**src/rtl/iter_alu.sv**
```systemverilog
// Iterative ALU: single-cycle add/sub/and/or, 32-cycle shift-add multiply.
// A multiply holds the block busy and ignores new issues until its result is out.
`timescale 1ns/1ps
module iter_alu #(
    parameter int DATA_W = 32
) (
    input  logic              clk_i,
    input  logic              rst_i,
    input  logic              valid_i,
    input  logic [DATA_W-1:0] data1_i,
    input  logic [DATA_W-1:0] data2_i,
    input  logic [2:0]        ALUCtrl_i,
    output logic [DATA_W-1:0] data_o,
    output logic              zero_o,
    output logic              valid_o,
    output logic              busy_o,
    output logic              err_o
);

    localparam logic [2:0] OP_ADD = 3'b000;
    localparam logic [2:0] OP_SUB = 3'b001;
    localparam logic [2:0] OP_AND = 3'b010;
    localparam logic [2:0] OP_OR  = 3'b011;
    localparam logic [2:0] OP_MUL = 3'b100;

    typedef enum logic {
        IDLE = 1'b0,
        MUL  = 1'b1
    } state_t;

    state_t            state_r;
    logic [DATA_W-1:0] mcand_r;
    logic [DATA_W-1:0] mplier_r;
    logic [DATA_W-1:0] acc_r;
    logic [4:0]        count_r;
    logic [DATA_W-1:0] data_r;
    logic              zero_r;
    logic              valid_r;
    logic              err_r;

    logic [DATA_W-1:0] single_res_s;
    logic              illegal_s;
    logic [DATA_W-1:0] acc_next_s;

    // Single-cycle result and illegal-code detection for the op on the inputs.
    always_comb begin
        single_res_s = {DATA_W{1'b0}};
        illegal_s    = 1'b0;
        case (ALUCtrl_i)
            OP_ADD:  single_res_s = data1_i + data2_i;
            OP_SUB:  single_res_s = data1_i - data2_i;
            OP_AND:  single_res_s = data1_i & data2_i;
            OP_OR:   single_res_s = data1_i | data2_i;
            OP_MUL:  single_res_s = {DATA_W{1'b0}};
            default: begin
                single_res_s = {DATA_W{1'b0}};
                illegal_s    = 1'b1;
            end
        endcase
    end

    // One shift-add step; bits shifted out of the multiplicand cannot affect the low word.
    always_comb begin
        acc_next_s = acc_r;
        if (mplier_r[0]) begin
            acc_next_s = acc_r + mcand_r;
        end else begin
            acc_next_s = acc_r;
        end
    end

    // Control FSM, multiply datapath and registered result outputs.
    always_ff @(posedge clk_i or negedge rst_i) begin
        if (!rst_i) begin
            state_r  <= IDLE;
            mcand_r  <= {DATA_W{1'b0}};
            mplier_r <= {DATA_W{1'b0}};
            acc_r    <= {DATA_W{1'b0}};
            count_r  <= 5'd0;
            data_r   <= {DATA_W{1'b0}};
            zero_r   <= 1'b0;
            valid_r  <= 1'b0;
            err_r    <= 1'b0;
        end else begin
            valid_r <= 1'b0;
            case (state_r)
                IDLE: begin
                    if (valid_i) begin
                        if (ALUCtrl_i == OP_MUL) begin
                            mcand_r  <= data1_i;
                            mplier_r <= data2_i;
                            acc_r    <= {DATA_W{1'b0}};
                            count_r  <= 5'd0;
                            state_r  <= MUL;
                        end else begin
                            data_r  <= single_res_s;
                            zero_r  <= (single_res_s == {DATA_W{1'b0}});
                            err_r   <= illegal_s;
                            valid_r <= 1'b1;
                        end
                    end
                end
                MUL: begin
                    acc_r    <= acc_next_s;
                    mcand_r  <= mcand_r << 1;
                    mplier_r <= mplier_r >> 1;
                    count_r  <= count_r + 5'd1;
                    // Fixed 32 steps: no early exit even when the multiplier runs out of ones.
                    if (count_r == 5'd31) begin
                        data_r  <= acc_next_s;
                        zero_r  <= (acc_next_s == {DATA_W{1'b0}});
                        err_r   <= 1'b0;
                        valid_r <= 1'b1;
                        state_r <= IDLE;
                    end
                end
                default: state_r <= IDLE;
            endcase
        end
    end

    assign data_o  = data_r;
    assign zero_o  = zero_r;
    assign valid_o = valid_r;
    assign err_o   = err_r;
    assign busy_o  = (state_r == MUL);

endmodule

```
**config.mk**
```make
export PLATFORM = sky130hd
export DESIGN_NAME = iter_alu
export DESIGN_NICKNAME = d
export VERILOG_FILES = /design/src/rtl/iter_alu.sv
export SDC_FILE = /design/constraint.sdc
export NUM_CORES = 1
export LEC_CHECK = 0
export BUFFER_PORTS_ARGS = -buffer_cell sky130_fd_sc_hd__buf_4
export CORE_UTILIZATION = 58
export CTS_CLUSTER_SIZE = 40
export DETAILED_ROUTE_END_ITERATION = 6
export PLACE_DENSITY_LB_ADDON = 0.1
export SLEW_MARGIN = 20
export SYNTH_ARGS = -nofsm -noshare
export SYNTH_HDL_FRONTEND = slang
export SYNTH_SLANG_ARGS = --single-unit
```
**constraint.sdc**
```tcl
create_clock -name clk_i -period 4.9 [get_ports clk_i]
set_input_delay 1.225 -clock clk_i [delete_from_list [all_inputs] [get_ports clk_i]]
set_output_delay 1.225 -clock clk_i [all_outputs]
set_load 0.01 [all_outputs]
```
; Word-level counts from Yosys, hierarchy flattened
; Index checks and enable logic that the tools add are counted.
[word_totals]
in_bits = 70
ff_bits = 137
elab_cells = 66
output_inout_bits = 36
[op_classes]
addsub = 4
n_mux = 35
bitwise = 3
eq_ne = 9
n_reduce_logical = 6
[op_table]
columns = cell, count
row1 = $mux 32, 10
row2 = $pmux 32 s2, 4
row3 = $pmux 32 s4, 1
row4 = $add 32x32->32, 2
row5 = $logic_not 32->1, 2
row6 = $and 32x32->32, 1
row7 = $or 32x32->32, 1
row8 = $sub 32x32->32, 1
row9 = $mux 1, 13
row10 = $mux 5, 2
row11 = $pmux 5 s2, 1
row12 = $pmux 1 s2, 4
row13 = $eq 3x2->1 const B, 2
row14 = $ne 2x2->1 const B, 3
row15 = $add 5x1->5 const B, 1
row16 = $eq 5x5->1 const B, 1
row17 = $reduce_or 4->1, 1
row18 = $eq 3x1->1 const B, 1
row19 = $eq 3x3->1 const B, 1
row20 = $logic_not 3->1, 1
row21 = $reduce_and 3->1, 1
row22 = $ne 2x1->1 const B, 1
row23 = $reduce_and 2->1, 1
row24 = $not 1->1, 1

; Logic depth before layout (Yosys ltp)
; Gate-level depths: netlist (run 1).
[depth]
depth_word = 6
depth_mapped = 21
ltp_nobuf = 19

; Worst setup path after synthesis (run 1)
; No wires, ideal clock.
[synth_timing]
path_type = input port to flip-flop
startpoint = input ALUCtrl_i[0]
endpoint = register zero_r (netlist: zero_o)
t_arrival_ps = 5760
t_required_ps = 4831
path_slack_ps = -929
cell_stages = 21
setup_ps = 69
path_buffers = 6
path_cell_list = clkbuf_1 -> clkbuf_1 -> clkbuf_1 -> clkbuf_1 -> and2_1 -> clkbuf_1 -> a21oi_1 -> xnor2_1 -> ha_1 -> clkbuf_1 -> nand2_1 -> o21ai_1 -> or3b_1 -> a41o_1 -> a211oi_1 -> o21ba_2 -> mux2_2 -> a221oi_1 -> o2111a_1 -> nand4_1 -> nand3_1
[synth_between]
elab_chain_cells = 6
word_cells_on_any_way = 12
classes_between = eq/ne: 5 / mux: 4 / reduce/logical: 3
[synth_lines]
columns = element, line
row1 = "start, declared", 12  ; input logic [2:0] ALUCtrl_i,
row2 = $eq 3x2->1 (tied with other cells), 49  ; case (ALUCtrl_i)
row3 = $pmux 32 s4, 49
row4 = $logic_not 32->1, 97  ; zero_r <= (single_res_s == {DATA_W{1'b0}});
row5 = $mux 1, 89  ; if (ALUCtrl_i == OP_MUL) begin
row6 = $mux 1, 88  ; if (valid_i) begin
row7 = $pmux 1 s2, 86  ; case (state_r)
row8 = "end signal, assigned", 97
row9 = "end signal, assigned", 111  ; zero_r <= (acc_next_s == {DATA_W{1'b0}});
row10 = "end, declared", 37  ; logic zero_r;
; Parallel ways exist; a longest one is shown, timed or not. The select of a mux whose other input is x is not followed.
; A chain may end at the register's enable or synchronous reset.

; Worst setup path in the final report (run 1)
[layout_timing]
startpoint = input data2_i[3]
endpoint = register zero_r (netlist: zero_o)
[layout_between]
elab_chain_cells = 6
word_cells_on_any_way = 9
classes_between = add/sub: 2 / mux: 4 / bitwise: 2 / reduce/logical: 1
[layout_lines]
columns = element, line
row1 = "start, declared", 11  ; input logic [DATA_W-1:0] data2_i,
row2 = $sub 32x32->32 (tied with other cells), 51  ; OP_SUB: single_res_s = data1_i - data2_i;
row3 = $pmux 32 s4 (*), 49
row4 = $logic_not 32->1 (*), 97
row5 = $mux 1 (*), 89
row6 = $mux 1 (*), 88
row7 = $pmux 1 s2 (*), 86
; Every way passes the cells marked *; elsewhere a longest branch is shown, timed or not. The select of a mux whose other input is x is not followed.

==> results of run 1 <==
## path summary, 6_finish.rpt
| path | to | slack [ns] | cells after the start |
|---|---|---|---|
| min reg2reg | data_o[22]$_DFFE_PN0P_ | 0.47 | 2 |
| max | zero_o$_DFFE_PN0P_ | -0.03 | 19 |
| max in group asynchronous | data_o[29]$_DFFE_PN0P_ | 3.12 | 2 |
| min in group asynchronous | mplier_r[3]$_DFFE_PN0P_ | 0.80 | 1 |
| max reg2reg | zero_o$_DFFE_PN0P_ | 0.66 | 13 |
| min | data_o[22]$_DFFE_PN0P_ | 0.47 | 2 |
## per-layer routing
| metal | track usage | vias up |
|---|---|---|
| li1 | - | 5611 |
| met1 | 0.526 | 5701 |
| met2 | 0.571 | 526 |
| met3 | 0.0552 | 73 |
| met4 | 0.121 | 0 |
| met5 | 0 | - |
## sequential cells by signal, summed over array words and instances, names as in the netlist
register  cells
acc_r        32
busy_o        1
count_r       5
data_o       32
err_o         1
mcand_r      32
mplier_r     32
valid_o       1
zero_o        1
## cells in the mapped netlist, types with 5 or more instances
cell | count | area share
o21a_1 | 14 | 0.0092
a211oi_1 | 19 | 0.012
inv_1 | 25 | 0.0082
o21bai_1 | 8 | 0.0053
buf_1 | 10 | 0.0033
xnor2_1 | 25 | 0.019
mux2_2 | 13 | 0.013
a221oi_1 | 5 | 0.0038
o21ai_0 | 149 | 0.065
and2_1 | 5 | 0.0027
nand2b_1 | 13 | 0.0071
maj3_1 | 20 | 0.018
nand3_1 | 33 | 0.014
o22ai_1 | 6 | 0.0033
a31oi_1 | 13 | 0.0071
nor4_1 | 10 | 0.0055
o31ai_1 | 12 | 0.0079
or4_1 | 5 | 0.0033
clkbuf_1 | 74 | 0.024
nand2_1 | 213 | 0.070
or3_1 | 16 | 0.0088
a21o_1 | 24 | 0.016
ha_1 | 67 | 0.073
a22oi_1 | 5 | 0.0033
or2_2 | 10 | 0.0055
o21ai_1 | 9 | 0.0039
nor2_1 | 88 | 0.029
nor3_1 | 21 | 0.0092
dfrtp_1 | 137 | 0.30
xor2_1 | 43 | 0.033
a21boi_0 | 5 | 0.0033
nand4_1 | 16 | 0.0088
a211o_1 | 5 | 0.0038
a32oi_1 | 6 | 0.0046
a21oi_1 | 92 | 0.040
nor3b_1 | 9 | 0.0059
mux2i_1 | 71 | 0.062
o211ai_1 | 19 | 0.012
nor2b_1 | 13 | 0.0071
and3_1 | 9 | 0.0049
## power by group
| part | internal, W | leakage, nW | switching (W) |
|---|---|---|---|
| clock | 0.000701 | 0.258 | 0.000535 |
| sequential | 0.00158 | 1.77 | 0.000342 |
| combinational | 0.00155 | 4.83 | 0.00210 |
## logic make-up (layout without fill, tap and decap cells)
kind of cell | Yosys count | after routing
buf+inv | 112 | 359
xor+xnor | 68 | 68
fa+ha+maj | 89 | 89
mux | 85 | 85
compound gates | 438 | 438
simple gates | 478 | 478
flops | 137 | 137
## what timing repair did
| item | in CTS | in global routing |
|---|---|---|
| gates cloned | 0 | 0 |
| pin swaps | 11 | 55 |
| resized for setup | 23 | 74 |
| setup endpoints to repair | 5 | 12 |
| setup buffers | 2 | 12 |
## final cells by class
class                      count  area (um2)
clock inverter                12         120
inverter                      25        93.8
clock buffer                  18         429
timing repair buffer         304        2320
multi-input combinational   1158        8060
sequential                   137        3430
tap                          260         325
fill                        1436        4240
## through the flow
| step | total power [W] | cell area, um2 | instances | setup slack [ns] |
|---|---|---|---|---|
| floorplan | 0.00420 | 11500 | 1407 | -0.166 |
| global placement | 0.00530 | 13700 | 1870 | -0.473 |
| detailed placement | 0.00540 | 13700 | 1870 | -0.641 |
| CTS | 0.00668 | 14300 | 1902 | -0.0623 |
| global route | 0.00728 | 14800 | 1914 | -0.256 |
| finish | 0.00681 | 14800 | 1914 | -0.0251 |
## placed cells by master, fill, tap and decap left out, types with 16 or more instances in the layout
cell and n:
nand2_1 206, buf_4 296, a21o_1 24, o21ai_0 137, mux2i_1 71, nand3_1 29, xor2_1 42, inv_1 25
o211ai_1 19, a211oi_1 17, a21oi_1 83, ha_1 62, nor2_1 85, maj3_1 20, dfrtp_1 136, nand4_1 16
clkbuf_16 17, nor3_1 17, xnor2_1 25
## critical path: cells and delay by family
family                   cells  cell delay, ns
AO/OA/AOI/OAI                7            1.81
adder cells (fa/ha/maj)      1            0.34
AND/OR/NAND/NOR              7            1.20
XOR/XNOR                     1            0.10
multiplexers                 1            0.36
buffers and inverters        2            0.25
==> reports/qor.json, run 1 <==
{
  "status": "complete, but fails checks",
  "violations": "setup timing",
  "start_point_of_the_critical_path": "data2_i[3]",
  "num-nets-final": 1782,
  "final_report_hold_violation_count": 0,
  "post_synth_mux_area_share": 0.0764,
  "edff_count_synth": 0,
  "synth_cells": 1407,
  "timing.max_slew.rel_slack": 0.436,
  "setup-violations-final": 1,
  "std_cell_rows": 50,
  "ys_seq_elements": 137,
  "fin_util": 0.777,
  "synthesis.area_um2": 11400,
  "total_nets_after_synthesis": 1546,
  "holdCritStartpoint": "data_o[22]$_DFFE_PN0P_",
  "worstPathRequired_ns": 5.26,
  "critPathArrivalTime_ns": 5.28,
  "vias": 11911,
  "clk_path_buf_depth": 2,
  "sequential_to_total_area_share_from_yosys_stat": 0.300,
  "timing_worst_setup_path_type": "input pin to flop",
  "critical_path.max_fanout": 4,
  "timing.critical_path.cells": "buf_8 -> nor3_4 -> nand2b_1 -> nor4_4 -> nand2_2 -> o31ai_2 -> xor2_1 -> ha_1 -> nand2_1 -> buf_4 -> o21a_1 -> a41o_1 -> a211oi_2 -> o21ba_2 -> mux2_2 -> a221oi_4 -> o2111a_1 -> nand4_1 -> nand3_1",
  "grt_setup_unrepaired": "true",
  "highest_layer": "met4",
  "route.layer.met1.wl_um": 16800,
  "drt_first_iter_violations": 1052,
  "routed_wl_um": 37100,
  "main_combinational_cell_family_by_area_after_synthesis": "compound AO/OA/AOI/OAI gates",
  "grt_first_pass_wirelength_um": 57900,
  "final_min_period_over_clock_period": 1.01,
  "route.detailed.wl_per_inst_um": 19.4,
  "hold_buffers": 0,
  "max_stage_delay_ns": 0.41,
  "synthAdderAreaFrac": 0.0945,
  "peak_ir_drop_on_the_vdd_network_mv": 0.268,
  "maximum_number_of_pins_on_one_net_before_global_route_repair": 99,
  "cts-buffers-inserted": 17,
  "critPathSlowestCell": "nor4_4",
  "area_growth_pct": 29.5,
  "io_buffer_count": 105,
  "gr-usage-all-layers": 0.369,
  "synth-xor-area-share": 0.0522,
  "leakagePower_nw": 6.85,
  "hold_path.class": "flop to flop",
  "clock.fmax_mhz": 203,
  "count_of_final_max_slew_check_failures": 0,
  "drcViolationCount": 0,
  "insertedDiodeCount": 0,
  "postSynth.asyncResetShare": 1.00,
  "synth-warning-count": 0,
  "cap_violations": 0,
  "clkSlewWorstSetupHoldPaths_ns": 0.06,
  "dr.pass1.iters": 6,
  "clk-insertion-delay-late_ns": 0.43,
  "via_per_inst": 6.22,
  "clock_skew_ns": 0.0107,
  "synth_compound_area_frac": 0.244,
  "fp.coreArea_um2": 19000,
  "finalWeightedCongestion": 0.949,
  "met3_length_um": 2830,
  "final_layout_size_suffix_gt1_frac": 0.270,
  "hold_slack_ns": 0.466,
  "clock_sink_count": 137,
  "ctsRootBufferMaster": "clkbuf_16",
  "floorplan.die.height_um": 142,
  "grt.overflow.total": 0,
  "grt_antenna_before_repair": 0,
  "htree_num_levels": 4,
  "hpwlAfterDp_um": 27600,
  "critical_path.endpoint_type": "flop",
  "power_density_nw_per_um2": 461,
  "startpoint_type": "input pin",
  "timing.setup.tns_ns": -0.0251,
  "synthSimpleGateAreaFrac": 0.195,
  "ys_types": 81,
  "tightest_slew_ns": 0.846,
  "die_area_um2": 20200,
  "antenna_left": 0,
  "synthesis.area_per_instance_um2": 8.11,
  "top_level_ports": 106,
  "tritoncts": "yes",
  "timing.final.crit_period_ns": 4.93,
  "reg2reg_from": "mcand_r[0]$_DFFE_PN0P_",
  "die_span_in_x_um": 142,
  "yosys_most_used_dff": "dfrtp_1",
  "layout_setup_ws_ns": -0.0251,
  "met2RoutedLength_um": 16600,
  "vias_in_the_first_global_route": 11153,
  "start_util": 0.600
}
Power figures use the tool's default switching activity.
==> run 2, diff against run 1 <==
Settings changed: CORE_UTILIZATION 58 to 38, SKIP_CTS_REPAIR_TIMING from default to 1, SLEW_MARGIN 20 to default.
==> run 2 against run 1 <==
Net effect:
- the flow still finishes with violations (setup timing)
- sequential cell count did not move
- global-route usage fell by 11 points
- cell count rose by 6.6%
- final area rose by 0.41%
- clock skew rose by 0.0017 ns
- non-clock buffer count fell by 6
- power rose by 1.3%
- critical path depth rose by 2
- critical path type unchanged
- critical endpoint unchanged
- largest cell class unchanged
==> reports/qor.json, run 2 (same netlist as run 1, synthesis figures left out) <==
{
  "final_min_period_over_clock_period": 1.00,
  "std_cell_rows": 63,
  "final_layout_size_suffix_gt1_frac": 0.255,
  "timing_worst_setup_path_type": "input pin to flop",
  "clock_sink_count": 137,
  "critPathArrivalTime_ns": 5.27,
  "most-common-layout-cells": "289 x buf_4, 211 x nand2_1, 138 x o21ai_0",
  "floorplan.die.height_um": 175,
  "fp.coreArea_um2": 29600,
  "io_buffer_count": 105,
  "htree_num_levels": 4,
  "met2RoutedLength_um": 17000,
  "layout_commonest_cell": "buf_4",
  "sw_frac_of_total": 0.430,
  "worstPathRequired_ns": 5.27,
  "insertedDiodeCount": 0,
  "final_report_hold_violation_count": 0,
  "timing.max_slew.rel_slack": 0.340,
  "clock_power_share": 0.200,
  "route.detailed.wl_per_inst_um": 18.9,
  "dr.pass1.iters": 5,
  "grt_first_pass_wirelength_um": 60800,
  "cts-buffers-inserted": 17,
  "hpwlAfterDp_um": 29100,
  "leakagePower_nw": 6.82,
  "layout_setup_ws_ns": -0.00236,
  "ctsRootBufferMaster": "clkbuf_16",
  "maximum_number_of_pins_on_one_net_before_global_route_repair": 190,
  "holdCritStartpoint": "data_o[22]$_DFFE_PN0P_",
  "clk_path_buf_depth": 2,
  "start_util": 0.386,
  "vias_in_the_first_global_route": 10860,
  "power_density_nw_per_um2": 465,
  "routed_wl_um": 38500,
  "combinational_share_of_power": 0.521,
  "count_of_final_max_slew_check_failures": 0,
  "startpoint_type": "input pin",
  "highest_layer": "met4",
  "route.layer.met1.wl_um": 19200,
  "drcViolationCount": 0,
  "timing.final.crit_period_ns": 4.90,
  "worst_r2r_path_depth": 13,
  "hold_path.class": "flop to flop",
  "setup-violations-final": 1,
  "met3_length_um": 1900,
  "vias": 11285,
  "timing.setup.tns_ns": -0.00236,
  "die_span_in_x_um": 175,
  "antenna_left": 0,
  "peak_ir_drop_on_the_vdd_network_mv": 0.337,
  "power.net_switching_w": 0.00296,
  "whs_path_depth": 2,
  "status": "complete, but fails checks",
  "die_area_um2": 30700,
  "clock.fmax_mhz": 204,
  "ff2ff_setup_slack_ns": 0.54,
  "power.internal_w": 0.00394,
  "gr-usage-all-layers": 0.255,
  "cap_violations": 0,
  "area_growth_pct": 30.0,
  "critical_path.endpoint_type": "flop",
  "clock_skew_ns": 0.0123,
  "grt_antenna_before_repair": 0,
  "top_level_ports": 106,
  "tritoncts": "yes",
  "finalWeightedCongestion": 0.931,
  "fin_util": 0.502,
  "reg2reg_from": "mcand_r[0]$_DFFE_PN0P_",
  "grt.overflow.total": 0,
  "hold-path-endpoint": "data_o[22]$_DFFE_PN0P_",
  "tightest_slew_ns": 0.989,
  "reg2reg_to": "zero_o$_DFFE_PN0P_",
  "critical_path.max_fanout": 4,
  "grt_setup_unrepaired": "true",
  "drt_first_iter_violations": 751,
  "clkSlewWorstSetupHoldPaths_ns": 0.06,
  "pwr-share-seq": 0.279,
  "violations": "setup timing",
  "clk-insertion-delay-late_ns": 0.45,
  "num-nets-final": 1776,
  "via_per_inst": 5.53
}
## run 2: worst max path at each step
stage                      from  slack (ns)            endpoint  depth (start not counted)
global placement     data2_i[0]       -0.72  zero_o$_DFFE_PN0P_                         21
detailed placement   data2_i[5]       -0.72  zero_o$_DFFE_PN0P_                         20
floorplan           data2_i[13]       -0.17  zero_o$_DFFE_PN0P_                         19
CTS                  data2_i[5]       -0.28  zero_o$_DFFE_PN0P_                         20
global route         data2_i[5]       -0.34  zero_o$_DFFE_PN0P_                         19
finish              data2_i[13]      -0.002  zero_o$_DFFE_PN0P_                         21
## run 2: per-layer routing
metal  global-route usage  up-vias
li1                     -     5592
met2                0.385      263
met3               0.0364       32
met5                    0        -
met1                0.380     5398
met4               0.0609        0
## run 2: area by class of cell
type	instances	area, um2
Sequential cell	137	3430
Fill cell	2888	14700
Multi-Input combinational cell	1158	7900
Inverter	25	93.8
Clock inverter	14	170
Tap cell	390	488
Timing Repair Buffer	298	2310
Clock buffer	18	439
## run 2: worst max-delay path, stage by stage
cell,delay [ns]
buf_6,0.09
or4_4,0.54
or2_4,0.26
nor3_4,0.14
nand2b_1,0.12
or4_4,0.42
o21ai_2,0.13
xor2_1,0.08
ha_1,0.35
nand2_1,0.08
o21ai_2,0.22
o2111ai_2,0.12
nand2_1,0.10
o2111ai_2,0.13
a31oi_2,0.28
buf_4,0.17
o31a_1,0.13
nand4_1,0.16
nor4_2,0.31
nand4_1,0.12
nand3_1,0.09
## run 2: power groups by stage
stage / Clock, W / Sequential, W / Combinational [W]
2_1_floorplan: 0 / 0.00189 / 0.00230
3_5_place_dp: 0 / 0.00194 / 0.00352
3_3_place_gp: 0 / 0.00193 / 0.00347
4_1_cts: 0.00140 / 0.00192 / 0.00354
5_1_grt: 0.00144 / 0.00199 / 0.00402
6_report: 0.00138 / 0.00192 / 0.00360
## run 2: metrics by stage
stage / std cells / power (W) / hold WS, ns / worst slack (ns) / cell area [um2]
after floorplan: 1407 / 0.00420 / 0.453 / -0.166 / 11500
after CTS: 2036 / 0.00687 / 0.474 / -0.282 / 14500
final: 2040 / 0.00690 / 0.469 / -0.00236 / 14800
after detailed placement: 2004 / 0.00546 / 0.460 / -0.716 / 13900
after global routing: 2040 / 0.00745 / 0.503 / -0.342 / 14800
after global placement: 2004 / 0.00541 / 0.458 / -0.723 / 13900
==> run 3, diff against run 2 <==
Settings changed: SLEW_MARGIN from default to 20.
Clock period 4.9 ns to 4.7 ns, I/O delays scaled along.
==> run 3 against run 2 <==
Net effect:
- the flow finishes with violations (DRC, setup timing)
- sequential cell count did not move
- clock power up 15%
- combinational power is 4% higher
- core utilization increased by 0.41 points
- critical path depth fell by 1
- power is 6.5% higher
- hold slack lost 0.0035 ns
- die area stayed put
==> reports/qor.json, run 3 (same netlist as run 1, synthesis figures left out) <==
{
  "timing.final.crit_period_ns": 4.89,
  "tritoncts": "yes",
  "vias": 11283,
  "worstPathRequired_ns": 5.02,
  "tightest_slew_ns": 1.01,
  "final_layout_size_suffix_gt1_frac": 0.266,
  "timing.setup.tns_ns": -0.526,
  "clock_sink_count": 137,
  "layout_commonest_cell": "buf_4",
  "die_area_um2": 30700,
  "crit_buf_inv": 2,
  "dr.pass1.iters": 7,
  "combinational_share_of_power": 0.508,
  "ctsRootBufferMaster": "clkbuf_16",
  "grt_antenna_before_repair": 0,
  "clkSlewWorstSetupHoldPaths_ns": 0.06,
  "antenna_left": 0,
  "fp.coreArea_um2": 29600,
  "status": "complete, but fails checks",
  "via_per_inst": 5.51,
  "critical_path.endpoint_type": "flop",
  "insertedDiodeCount": 0,
  "final_report_hold_violation_count": 0,
  "setup-violations-final": 4,
  "critPathSlowestCell": "or4_4",
  "leakagePower_nw": 6.91,
  "critPathArrivalTime_ns": 5.21,
  "clock.fmax_mhz": 204,
  "peak_ir_drop_on_the_vdd_network_mv": 0.249,
  "hold_slack_ns": 0.465,
  "most-common-layout-cells": "297 x buf_4, 207 x nand2_1, 136 x o21ai_0",
  "pwr-share-seq": 0.276,
  "fillers": 2845,
  "timing_worst_setup_path_type": "input pin to flop",
  "timing.critical_path.cells": "buf_6 -> or4_4 -> or2_4 -> nor3_4 -> nand2b_1 -> or3_4 -> nand2b_4 -> o21ai_2 -> xor2_1 -> ha_1 -> buf_4 -> o2111ai_2 -> nand2_1 -> o2111ai_2 -> a31oi_2 -> o21ai_2 -> a21o_1 -> a32oi_2 -> a21oi_2 -> mux2_4",
  "gr-usage-all-layers": 0.253,
  "cts-buffers-inserted": 17,
  "power.internal_w": 0.00427,
  "total_power_consumption_w": 0.00735,
  "final_design_area_no_fill_um2": 15000,
  "timing.max_slew.rel_slack": 0.325,
  "crit_path_depth": 20,
  "die_span_in_x_um": 175,
  "clk_path_buf_depth": 2,
  "routed_wl_um": 38300,
  "ff2ff_setup_slack_ns": 0.38,
  "max_stage_delay_ns": 0.53,
  "top_level_ports": 106,
  "drt_first_iter_violations": 691,
  "area_growth_pct": 31.1,
  "finalWeightedCongestion": 0.950,
  "whs_path_depth": 2,
  "clock_skew_ns": 0.00973,
  "grt_first_pass_wirelength_um": 60600,
  "route.detailed.wl_per_inst_um": 18.7,
  "layout_setup_ws_ns": -0.190,
  "grt_setup_unrepaired": "true",
  "count_of_final_max_slew_check_failures": 0,
  "start_util": 0.386,
  "final_min_period_over_clock_period": 1.04,
  "critical_path.max_fanout": 5,
  "std_cell_rows": 63,
  "maximum_number_of_pins_on_one_net_before_global_route_repair": 98,
  "num-nets-final": 1782,
  "power_density_nw_per_um2": 491,
  "grt.overflow.total": 0,
  "hpwlAfterDp_um": 29400,
  "place.detailed.instances": 2012,
  "drcViolationCount": 2,
  "sw_frac_of_total": 0.419,
  "hold_path.class": "flop to flop",
  "non_filler_instance_count_after_layout": 2046,
  "violations": "DRC, setup timing",
  "path_delay_family": "simple AND/OR/NAND/NOR gates",
  "post_dp_cell_area_um2": 14000,
  "htree_num_levels": 4,
  "startpoint_type": "input pin",
  "worst_r2r_path_depth": 13,
  "clock_power_share": 0.217,
  "clk-insertion-delay-late_ns": 0.44,
  "power.net_switching_w": 0.00308,
  "io_buffer_count": 105,
  "cap_violations": 0,
  "vias_in_the_first_global_route": 10778,
  "floorplan.die.height_um": 175
}
run 3: cell count changes in the layout (fill, tap and decap cells not counted), sizes merged:
cell	before	now
buf	298	304
clkinv	5	3
clkinvlp	4	3
bufinv	3	6
run 3: cell type report:
class                   count  area, um2  share of cell area
flip-flops and latches    137       3430               0.229
clock buffers              18        439              0.0294
repair buffers            304       2330               0.156
clock inverters            14        243              0.0162
multi-input cells        1158       7930               0.530
inverters                  25       93.8             0.00627
well taps                 390        488              0.0326
run 3: worst paths after layout:
kind	from	end
min in group asynchronous	rst_i	acc_r[31]$_DFFE_PN0P_
hold reg to reg	data_o[16]$_DFFE_PN0P_	data_o[16]$_DFFE_PN0P_
max in group asynchronous	rst_i	mplier_r[1]$_DFFE_PN0P_
setup / recovery	data2_i[13]	data_o[30]$_DFFE_PN0P_
hold / removal	data_o[16]$_DFFE_PN0P_	data_o[16]$_DFFE_PN0P_
setup reg to reg	mcand_r[0]$_DFFE_PN0P_	zero_o$_DFFE_PN0P_
run 3: routing by layer:
layer | global-route usage | wire [um]
met1 | 0.381 | 19600
met2 | 0.383 | 16700
met3 | 0.0299 | 1330
met4 | 0.0583 | 678
met5 | 0 | 0
run 3: through the flow:
stage	worst slack [ns]	util
floorplan	-0.300	-
global placement	-0.766	0.474
detailed placement	-0.825	0.474
CTS	-0.388	0.497
global route	-0.426	0.506
finish	-0.190	0.506
run 3: power by group through the flow:
stage          combinational, W  clock (W)  sequential, W
6_report                0.00373    0.00159        0.00203
5_1_grt                 0.00416    0.00166        0.00209
4_1_cts                 0.00367    0.00163        0.00202
3_5_place_dp            0.00365          0        0.00204
3_3_place_gp            0.00360          0        0.00203
2_1_floorplan           0.00241          0        0.00198
run 3: worst min-delay path: stages (launching register included):
cell	delay (ns)
dfrtp_1	0.34
nand2_1	0.05
nand2_1	0.05
